===== src/rtl/alu_div_sequencer_if.sv =====
// Bundle of the divider's command/result and shared-ALU signals.
//   slave  : view taken by alu_div_sequencer
//   master : view taken by the execute stage / arbiter / ALU side
//   Command : i_start, i_dividend, i_divisor -> o_ready, o_busy, o_done
//   Result  : o_quotient, o_remainder, o_div_zero
//   ALU     : o_alu_req, o_alu_opcode, o_alu_wordA, o_alu_wordB
//             <- i_alu_gnt, i_alu_result, i_alu_carry
interface alu_div_sequencer_if #(
    parameter int unsigned WIDTH = 16
);
    logic             i_start;
    logic [WIDTH-1:0] i_dividend;
    logic [WIDTH-1:0] i_divisor;
    logic             o_ready;
    logic             o_busy;
    logic             o_done;
    logic [WIDTH-1:0] o_quotient;
    logic [WIDTH-1:0] o_remainder;
    logic             o_div_zero;
    logic             o_alu_req;
    logic             i_alu_gnt;
    logic [3:0]       o_alu_opcode;
    logic [WIDTH-1:0] o_alu_wordA;
    logic [WIDTH-1:0] o_alu_wordB;
    logic [WIDTH-1:0] i_alu_result;
    logic             i_alu_carry;

    modport slave (
        input  i_start, i_dividend, i_divisor,
        output o_ready, o_busy, o_done,
        output o_quotient, o_remainder, o_div_zero,
        output o_alu_req, o_alu_opcode, o_alu_wordA, o_alu_wordB,
        input  i_alu_gnt, i_alu_result, i_alu_carry
    );

    modport master (
        output i_start, i_dividend, i_divisor,
        input  o_ready, o_busy, o_done,
        input  o_quotient, o_remainder, o_div_zero,
        input  o_alu_req, o_alu_opcode, o_alu_wordA, o_alu_wordB,
        output i_alu_gnt, i_alu_result, i_alu_carry
    );
endinterface


===== src/rtl/alu_div_sequencer.sv =====
// Multi-cycle unsigned WIDTH/WIDTH restoring divider that borrows the shared
// ALU for its subtract: one OP_SUB per granted cycle, borrow = compare result.
//   i_clk : clock, all state on rising edge
//   i_rst : synchronous reset, active-high
//   bus   : alu_div_sequencer_if.slave (command, results, ALU request/reply)
module alu_div_sequencer #(
    parameter int unsigned WIDTH  = 16,
    parameter int unsigned CNT_W  = 5,
    parameter logic [3:0]  OP_SUB = 4'h1
) (
    input  logic                  i_clk,
    input  logic                  i_rst,
    alu_div_sequencer_if.slave    bus
);

    localparam logic [1:0] S_IDLE = 2'd0;
    localparam logic [1:0] S_ITER = 2'd1;
    localparam logic [1:0] S_DONE = 2'd2;

    logic [1:0]       state_q,   state_d;
    logic [WIDTH-1:0] div_q,     div_d;      // latched divisor
    logic [WIDTH-1:0] quo_q,     quo_d;      // working quotient / dividend shifter
    logic [WIDTH-1:0] rem_q,     rem_d;      // working partial remainder
    logic [CNT_W-1:0] cnt_q,     cnt_d;
    logic [WIDTH-1:0] quot_out_q, quot_out_d;
    logic [WIDTH-1:0] rem_out_q,  rem_out_d;
    logic             dz_q,      dz_d;
    logic             ready_q,   ready_d;
    logic             busy_q,    busy_d;
    logic             done_q,    done_d;
    logic [3:0]       opcode_q,  opcode_d;

    // Shifted partial remainder s = {R, Q[msb]}; its top bit is R[msb].
    logic [WIDTH-1:0] word_a;
    logic             s_top;
    logic             sub_ok;
    logic [WIDTH-1:0] rem_iter;
    logic [WIDTH-1:0] quo_iter;
    logic             last_iter;

    assign word_a    = {rem_q[WIDTH-2:0], quo_q[WIDTH-1]};
    assign s_top     = rem_q[WIDTH-1];
    // With s_top set, s exceeds any divisor and the wrapped ALU difference is exact.
    assign sub_ok    = s_top | ~bus.i_alu_carry;
    assign rem_iter  = sub_ok ? bus.i_alu_result : word_a;
    assign quo_iter  = {quo_q[WIDTH-2:0], sub_ok};
    assign last_iter = (cnt_q == CNT_W'(WIDTH - 1));

    // Next-state and registered-output logic.
    always_comb begin
        state_d    = state_q;
        div_d      = div_q;
        quo_d      = quo_q;
        rem_d      = rem_q;
        cnt_d      = cnt_q;
        quot_out_d = quot_out_q;
        rem_out_d  = rem_out_q;
        dz_d       = dz_q;

        case (state_q)
            S_IDLE: begin
                if (bus.i_start) begin
                    if (bus.i_divisor == '0) begin
                        quot_out_d = '1;
                        rem_out_d  = bus.i_dividend;
                        dz_d       = 1'b1;
                        state_d    = S_DONE;
                    end else begin
                        div_d   = bus.i_divisor;
                        quo_d   = bus.i_dividend;
                        rem_d   = '0;
                        cnt_d   = '0;
                        dz_d    = 1'b0;
                        state_d = S_ITER;
                    end
                end
            end
            S_ITER: begin
                if (bus.i_alu_gnt) begin
                    quo_d = quo_iter;
                    rem_d = rem_iter;
                    cnt_d = cnt_q + CNT_W'(1);
                    if (last_iter) begin
                        quot_out_d = quo_iter;
                        rem_out_d  = rem_iter;
                        state_d    = S_DONE;
                    end
                end
            end
            S_DONE:  state_d = S_IDLE;
            default: state_d = S_IDLE;
        endcase

        ready_d  = (state_d == S_IDLE);
        busy_d   = (state_d == S_ITER);
        done_d   = (state_d == S_DONE);
        opcode_d = (state_d == S_ITER) ? OP_SUB : 4'h0;
    end

    // State register.
    always_ff @(posedge i_clk) begin
        if (i_rst) begin
            state_q    <= S_IDLE;
            div_q      <= '0;
            quo_q      <= '0;
            rem_q      <= '0;
            cnt_q      <= '0;
            quot_out_q <= '0;
            rem_out_q  <= '0;
            dz_q       <= 1'b0;
            ready_q    <= 1'b1;
            busy_q     <= 1'b0;
            done_q     <= 1'b0;
            opcode_q   <= 4'h0;
        end else begin
            state_q    <= state_d;
            div_q      <= div_d;
            quo_q      <= quo_d;
            rem_q      <= rem_d;
            cnt_q      <= cnt_d;
            quot_out_q <= quot_out_d;
            rem_out_q  <= rem_out_d;
            dz_q       <= dz_d;
            ready_q    <= ready_d;
            busy_q     <= busy_d;
            done_q     <= done_d;
            opcode_q   <= opcode_d;
        end
    end

    assign bus.o_ready      = ready_q;
    assign bus.o_busy       = busy_q;
    assign bus.o_done       = done_q;
    assign bus.o_quotient   = quot_out_q;
    assign bus.o_remainder  = rem_out_q;
    assign bus.o_div_zero   = dz_q;
    assign bus.o_alu_req    = busy_q;
    assign bus.o_alu_opcode = opcode_q;
    assign bus.o_alu_wordA  = word_a;
    assign bus.o_alu_wordB  = div_q;

endmodule


===== src/flat_wrapper.sv =====
// flat-port wrapper written by rule: the top's interface ports become plain ports
module alu_div_sequencer_flat 
#(
    parameter int unsigned WIDTH  = 16,
    parameter int unsigned CNT_W  = 5,
    parameter logic [3:0]  OP_SUB = 4'h1
)
  (i_clk, i_rst, bus_i_start, bus_i_dividend, bus_i_divisor, bus_o_ready, bus_o_busy, bus_o_done, bus_o_quotient, bus_o_remainder, bus_o_div_zero, bus_o_alu_req, bus_o_alu_opcode, bus_o_alu_wordA, bus_o_alu_wordB, bus_i_alu_gnt, bus_i_alu_result, bus_i_alu_carry);
  alu_div_sequencer_if #(.WIDTH(WIDTH)) bus_i ();
  input  logic i_clk;
  input  logic i_rst;
  input wire logic [$bits(bus_i.i_start)-1:0] bus_i_start;
  input wire logic [$bits(bus_i.i_dividend)-1:0] bus_i_dividend;
  input wire logic [$bits(bus_i.i_divisor)-1:0] bus_i_divisor;
  output wire logic [$bits(bus_i.o_ready)-1:0] bus_o_ready;
  output wire logic [$bits(bus_i.o_busy)-1:0] bus_o_busy;
  output wire logic [$bits(bus_i.o_done)-1:0] bus_o_done;
  output wire logic [$bits(bus_i.o_quotient)-1:0] bus_o_quotient;
  output wire logic [$bits(bus_i.o_remainder)-1:0] bus_o_remainder;
  output wire logic [$bits(bus_i.o_div_zero)-1:0] bus_o_div_zero;
  output wire logic [$bits(bus_i.o_alu_req)-1:0] bus_o_alu_req;
  output wire logic [$bits(bus_i.o_alu_opcode)-1:0] bus_o_alu_opcode;
  output wire logic [$bits(bus_i.o_alu_wordA)-1:0] bus_o_alu_wordA;
  output wire logic [$bits(bus_i.o_alu_wordB)-1:0] bus_o_alu_wordB;
  input wire logic [$bits(bus_i.i_alu_gnt)-1:0] bus_i_alu_gnt;
  input wire logic [$bits(bus_i.i_alu_result)-1:0] bus_i_alu_result;
  input wire logic [$bits(bus_i.i_alu_carry)-1:0] bus_i_alu_carry;
  assign bus_i.i_start = bus_i_start;
  assign bus_i.i_dividend = bus_i_dividend;
  assign bus_i.i_divisor = bus_i_divisor;
  assign bus_o_ready = bus_i.o_ready;
  assign bus_o_busy = bus_i.o_busy;
  assign bus_o_done = bus_i.o_done;
  assign bus_o_quotient = bus_i.o_quotient;
  assign bus_o_remainder = bus_i.o_remainder;
  assign bus_o_div_zero = bus_i.o_div_zero;
  assign bus_o_alu_req = bus_i.o_alu_req;
  assign bus_o_alu_opcode = bus_i.o_alu_opcode;
  assign bus_o_alu_wordA = bus_i.o_alu_wordA;
  assign bus_o_alu_wordB = bus_i.o_alu_wordB;
  assign bus_i.i_alu_gnt = bus_i_alu_gnt;
  assign bus_i.i_alu_result = bus_i_alu_result;
  assign bus_i.i_alu_carry = bus_i_alu_carry;
  alu_div_sequencer #(.WIDTH(WIDTH), .CNT_W(CNT_W), .OP_SUB(OP_SUB)) u_core (.i_clk(i_clk), .i_rst(i_rst), .bus(bus_i));
endmodule

===== config.mk =====
export PLATFORM = sky130hd
export DESIGN_NAME = alu_div_sequencer_flat
export DESIGN_NICKNAME = d
export VERILOG_FILES = /design/src/rtl/alu_div_sequencer_if.sv /design/src/rtl/alu_div_sequencer.sv /design/src/flat_wrapper.sv
export SDC_FILE = /design/constraint.sdc
export NUM_CORES = 1
export LEC_CHECK = 0
export ABC_AREA = 0
export ABC_CLOCK_PERIOD_IN_PS = 1800
export CORE_ASPECT_RATIO = 2
export CORE_MARGIN = 10
export CORE_UTILIZATION = 43
export DETAILED_ROUTE_END_ITERATION = 6
export GPL_TIMING_DRIVEN = 0
export HOLD_SLACK_MARGIN = 0.12
export PLACE_DENSITY = 0.77
export SETUP_SLACK_MARGIN = 0.5
export SYNTH_ARGS = -nofsm -noshare
export SYNTH_HDL_FRONTEND = slang
export SYNTH_SLANG_ARGS = --single-unit

===== constraint.sdc =====
create_clock -name i_clk -period 1.8 [get_ports i_clk]
set_input_delay 0.18 -clock i_clk [delete_from_list [all_inputs] [get_ports i_clk]]
set_output_delay 0.18 -clock i_clk [all_outputs]
set_load 0.005 [all_outputs]

======== Yosys cells after proc, flatten, opt, wreduce, memory -nomap -nowiden ========
Index checks and enable logic that the tools add are counted.
operators by class
  multiplexer cells ....................... 30
  bitwise operators ....................... 3
  reductions and logical operators ........ 8
  equality and inequality tests ........... 9
  add/sub/neg operators ................... 1
operators by type and width
  cell                 number
  $mux 16              15
  $pmux 16 s2          4
  $logic_not 16->1     1
  $mux 5               3
  $pmux 5 s2           1
  $mux 2               4
  $ne 2x2->1 const B   3
  $add 5x1->5 const B  1
  $eq 5x4->1 const B   1
  $reduce_and 5->1     1
  $eq 2x1->1 const B   2
  $logic_not 2->1      2
  $ne 2x1->1 const B   2
  $pmux 2 s2           1
  $reduce_and 4->1     1
  $reduce_and 3->1     1
  $eq 2x2->1 const B   1
  $mux 1               2
  $not 1->1            2
  $reduce_and 2->1     1
  $reduce_bool 2->1    1
  $or 1x1->1           1
word-level totals
  flip-flop bits (word level) ............. 95
  output and inout bits ................... 73
  word-level logic and storage cells ...... 63
  input bits .............................. 53

======== Logic depth before layout (Yosys ltp) ========
  depth after elaboration ................. 6
  mapped depth ............................ 8
  gate-level depth less buffers ........... 7

======== Worst setup path before layout ========
Ideal clock, no wire load.
  path type ............................... register -> register
  start point ............................. register u_core.cnt_q[0]
  end point ............................... register u_core.quot_out_q[10], in the netlist u_core.bus.o_quotient[10]
  buffers on the path ..................... 1
  setup slack ............................. 0.090 ns
  required time ........................... 1.742 ns
  cell stages (with the launch flop) ...... 9
  data arrival time ....................... 1.652 ns
  clock period less this slack ............ 1.710 ns
  library setup time ...................... 0.058 ns
  path through ............................ dfxtp_1 ha_1 and3_1 ha_1 nand4b_1 clkbuf_1 nor2_1 nor2_1 o21a_1
on the way
  cells in the longest elaborated chain, start to end .. 3
RTL lines
  item                        RTL line                  RTL
  start: declaration          alu_div_sequencer.sv:24   logic [CNT_W-1:0] cnt_q, cnt_d;
  start signal: assignment    alu_div_sequencer.sv:120  cnt_q <= cnt_d;
  $eq 5x4->1                  alu_div_sequencer.sv:47   assign last_iter = (cnt_q == CNT_W'(WIDTH - 1));
  $ne 2x1->1 (no line)        n/a
  $reduce_and 5->1 (no line)  n/a
  end signal: assignment      alu_div_sequencer.sv:121  quot_out_q <= quot_out_d;
  end: declaration            alu_div_sequencer.sv:25   logic [WIDTH-1:0] quot_out_q, quot_out_d;
Every way passes these cells.
A chain may end at the register's enable or synchronous reset.

======== Worst setup path in the final report ========
  start point ............................. register u_core.rem_q[15]
  end point ............................... register u_core.rem_out_q[6], in the netlist u_core.bus.o_remainder[6]
on the way
  cells in the longest elaborated chain, start to end .. 5
RTL lines
  item                      RTL line                  RTL
  start: declaration        alu_div_sequencer.sv:23   logic [WIDTH-1:0] rem_q, rem_d;
  start signal: assignment  alu_div_sequencer.sv:119  rem_q <= rem_d;
  $or 1x1->1                alu_div_sequencer.sv:44   assign sub_ok = s_top | ~bus.i_alu_carry;
  $mux 16                   alu_div_sequencer.sv:45   assign rem_iter = sub_ok ? bus.i_alu_result : word_a;
  $mux 16                   alu_div_sequencer.sv:83   if (last_iter) begin
  $mux 16                   alu_div_sequencer.sv:79   if (bus.i_alu_gnt) begin
  $pmux 16 s2               alu_div_sequencer.sv:60   case (state_q)
  end signal: assignment    alu_div_sequencer.sv:122  rem_out_q <= rem_out_d;
  end: declaration          alu_div_sequencer.sv:26   logic [WIDTH-1:0] rem_out_q, rem_out_d;
Every way passes these cells. The select of a mux whose other input is x is not followed.

==> qor.csv <==
metric,value,unit
overflow,0,
status,"finished, violations left",
dr_wl_met3,2500,µm
p_sw,0.00187,W
grt.total_usage,28.8,%
pin_count,126,
critPathTopFamily,compound AO/OA/AOI/OAI gates,
avgRoutedWirePerCell,31.6,µm
pwr-share-comb,28.5,%
synth_edf_count,0,
synth_compound_area_share,32.5,%
worst_pin_slew,1050,ps
dieWidth,90.1,µm
path_clk_slew,70,ps
fin_crit_sh,118,%
sequentialPowerShare,38.5,%
cp-end-kind,register,
clkLatencyLatePin,370,ps
wl,26000,µm
rows,51,
cp.required,2010,ps
synth-warning-count,0,
grt_pass1_vias,5299,
core-area,9700,µm²
cp_cell_sequence,inv_1 > a21oi_4 > buf_6 > a222oi_1 > a211oi_2,
fmaxAchievable,470,MHz
fin_setup_tns,-2890,ps
layout_commonest_cell,dlygate4sd2_1,
most-common-layout-cells,"dlygate4sd2_1 (70), buf_4 (69), a211oi_2 (64), dfxtp_1 (64)",
syn_inst,451,
synth_area_per_cell,9.36,µm²
fin_ws,-328,ps
synth_top_area_share,43.2,%
ir_drop,816,µV
start_kind,register,
dieArea,14400,µm²
synth_top_family_by_area,compound AO/OA/AOI/OAI gates,
slew_headroom,30.0,%
slew_viol_final,0,
critPathKind,reg2reg,
finalSetupViolCount,28,
met1Wirelength,8040,µm
vias,5527,
synth-seq-cells,91,
fin_skew,10.8,ps
yosysUniqueCellTypes,39,
first_iter_violations,614,
hold_violations,0,
fillers,484,
power.internal,0.00395,W
cts_buffer_depth,2,
root_buffer,clkbuf_16,
synth_adder_area_share,0.593,%
ys_top_cells_by_area,"dfxtp_1 (43%), a211oi_1 (17%), buf_4 (4.4%)",
pre_cts_ws,-572,ps
critPathArrivalTime,2330,ps
die_h,160,µm
cts_tree,done,
dp.cells,707,
port_buffers,122,
vias_per_cell,6.71,
min_path_type,in2reg,
drive_gt1_share,51.6,%
initial_core_util,43.5,%
async_flop_share,0,%
first_pass_iters,7,
p_per_area,704,nW/µm²
path_buf_inv,2,
synth_area,4220,µm²
synth.area.mux_share,3.56,%
hpwl,12400,µm
power_leakage,3.40,nW
synth_xor_area_share,0.415,%
grt_max_degree,17,
synth_simple_gate_area_share,9.78,%
synth.yosys.seq_area_share,43.2,%
yosys.area.top_type,dfxtp_1,
finalPower,0.00582,W
drc,1,
pwr-share-clk,33.0,%
fin_nets,742,
numCtsBuffers,9,
stdcell_count,824,
fin_crit,2130,ps
cpPeakStageDelay,890,ps
crit_slowest_cell,a222oi_1,
synth_flop_cell,dfxtp_1,
area_delta_synth_final,95.9,%
maxCapViolCount,0,
gp_congestion,0.937,
regArea,1890,µm²
cts_num_sinks,91,
diodes,0,
wl_met2,12800,µm
antenna_found_initial,0,
multiInputGateArea,2850,µm²
rsz0062_at_grt,yes,
highest_layer,met4,
drtAntennaViolNets,0,
grt_pass1_wl,32300,µm
swShare,32.1,%
critPathMaxFanout,8,
failed_checks,"design-rule violations, negative setup slack",
cts_htree_levels,3,
[tightest hold or removal path, cell delays in order]
cell and delay, ps:
buf_2 130, nand3_2 70, a21oi_2 50
[registers in the layout (all words and copies together) (netlist names), 2 cells and up]
signal,cells
u_core.bus.o_alu_wordB,16
u_core.bus.o_quotient,16
u_core.bus.o_remainder,16
u_core.cnt_q,5
u_core.quo_q,16
u_core.rem_q,16
u_core.state_q,2
[synthesized netlist by cell type (2+ instances only)]
library cell	number
a211oi_1	95
dfxtp_1	91
nor2_1	35
buf_4	25
clkbuf_1	23
a21oi_1	22
buf_2	18
o21ai_0	17
a222oi_1	16
a22oi_1	16
nand3_1	16
o21a_1	16
mux2i_1	15
buf_6	4
nand2_1	4
nor4_2	4
nand2b_1	3
nor3_1	3
ha_1	2
inv_1	2
nand4_1	2
nor2b_1	2
o211ai_1	2
o21ai_2	2
xor2_1	2
[metrics by stage]
step	hold slack, ps	instance area, µm²	utilization [%]
floorplan	328	4600	-
detailed placement	452	5980	61.7
global placement	446	5980	61.7
CTS	121	7340	75.6
global route	121	8270	85.3
finish	112	8270	85.3
[area by class of cell]
class	count	area share (%)
Buffer	71	9.76
Clock buffer	10	2.89
Sequential cell	91	22.8
Tap cell	132	2.00
Timing Repair Buffer	222	27.4
Clock inverter	6	0.605
Inverter	2	0.0908
Multi-Input combinational cell	290	34.4
[final timing paths]
| check | cells past startpoint | slack (ps) | startpoint | end |
|---|---|---|---|---|
| max | 5 | -330 | u_core.rem_q[15] | u_core.bus.o_remainder[6] |
| min | 3 | 110 | bus_i_divisor[5] | u_core.bus.o_alu_wordB[5] |
| max reg2reg | 5 | -330 | u_core.rem_q[15] | u_core.bus.o_remainder[6] |
| min reg2reg | 1 | 460 | u_core.bus.o_quotient[8] | u_core.bus.o_quotient[8] |
[routing by layer]
layer / GRT usage [%] / vias to the layer above
li1: - / 2190
met1: 27.7 / 2628
met2: 50.7 / 514
met3: 9.77 / 195
met4: 19.0 / 0
met5: 0 / -
[timing repair]
action / CTS / global route
setup endpoints to repair: 161 / 94
pin swaps: 44 / 55
gates resized for setup: 266 / 135
hold buffers: 3 / 4
cloned: 14 / 6
setup buffers: 49 / 25
hold endpoints to repair: 3 / 4
[power by group through the flow]
stage / logic [W] / clock network, W / registers, W
global placement: 0.000932 / 0 / 0.00226
global route: 0.00170 / 0.00199 / 0.00224
CTS: 0.00122 / 0.00184 / 0.00221
detailed placement: 0.000947 / 0 / 0.00227
floorplan: 0.000524 / 0 / 0.00224
finish: 0.00166 / 0.00192 / 0.00224
[logic make-up after synthesis]
group / Yosys count
buffers and inverters: 73
DFF: 91
muxes: 15
other: 1
xor gates and xnor gates: 2
adders and majority gates: 2
and+or+nand+nor: 78
AOI/OAI and AO/OA: 189
(Power assumes the default switching activity.)
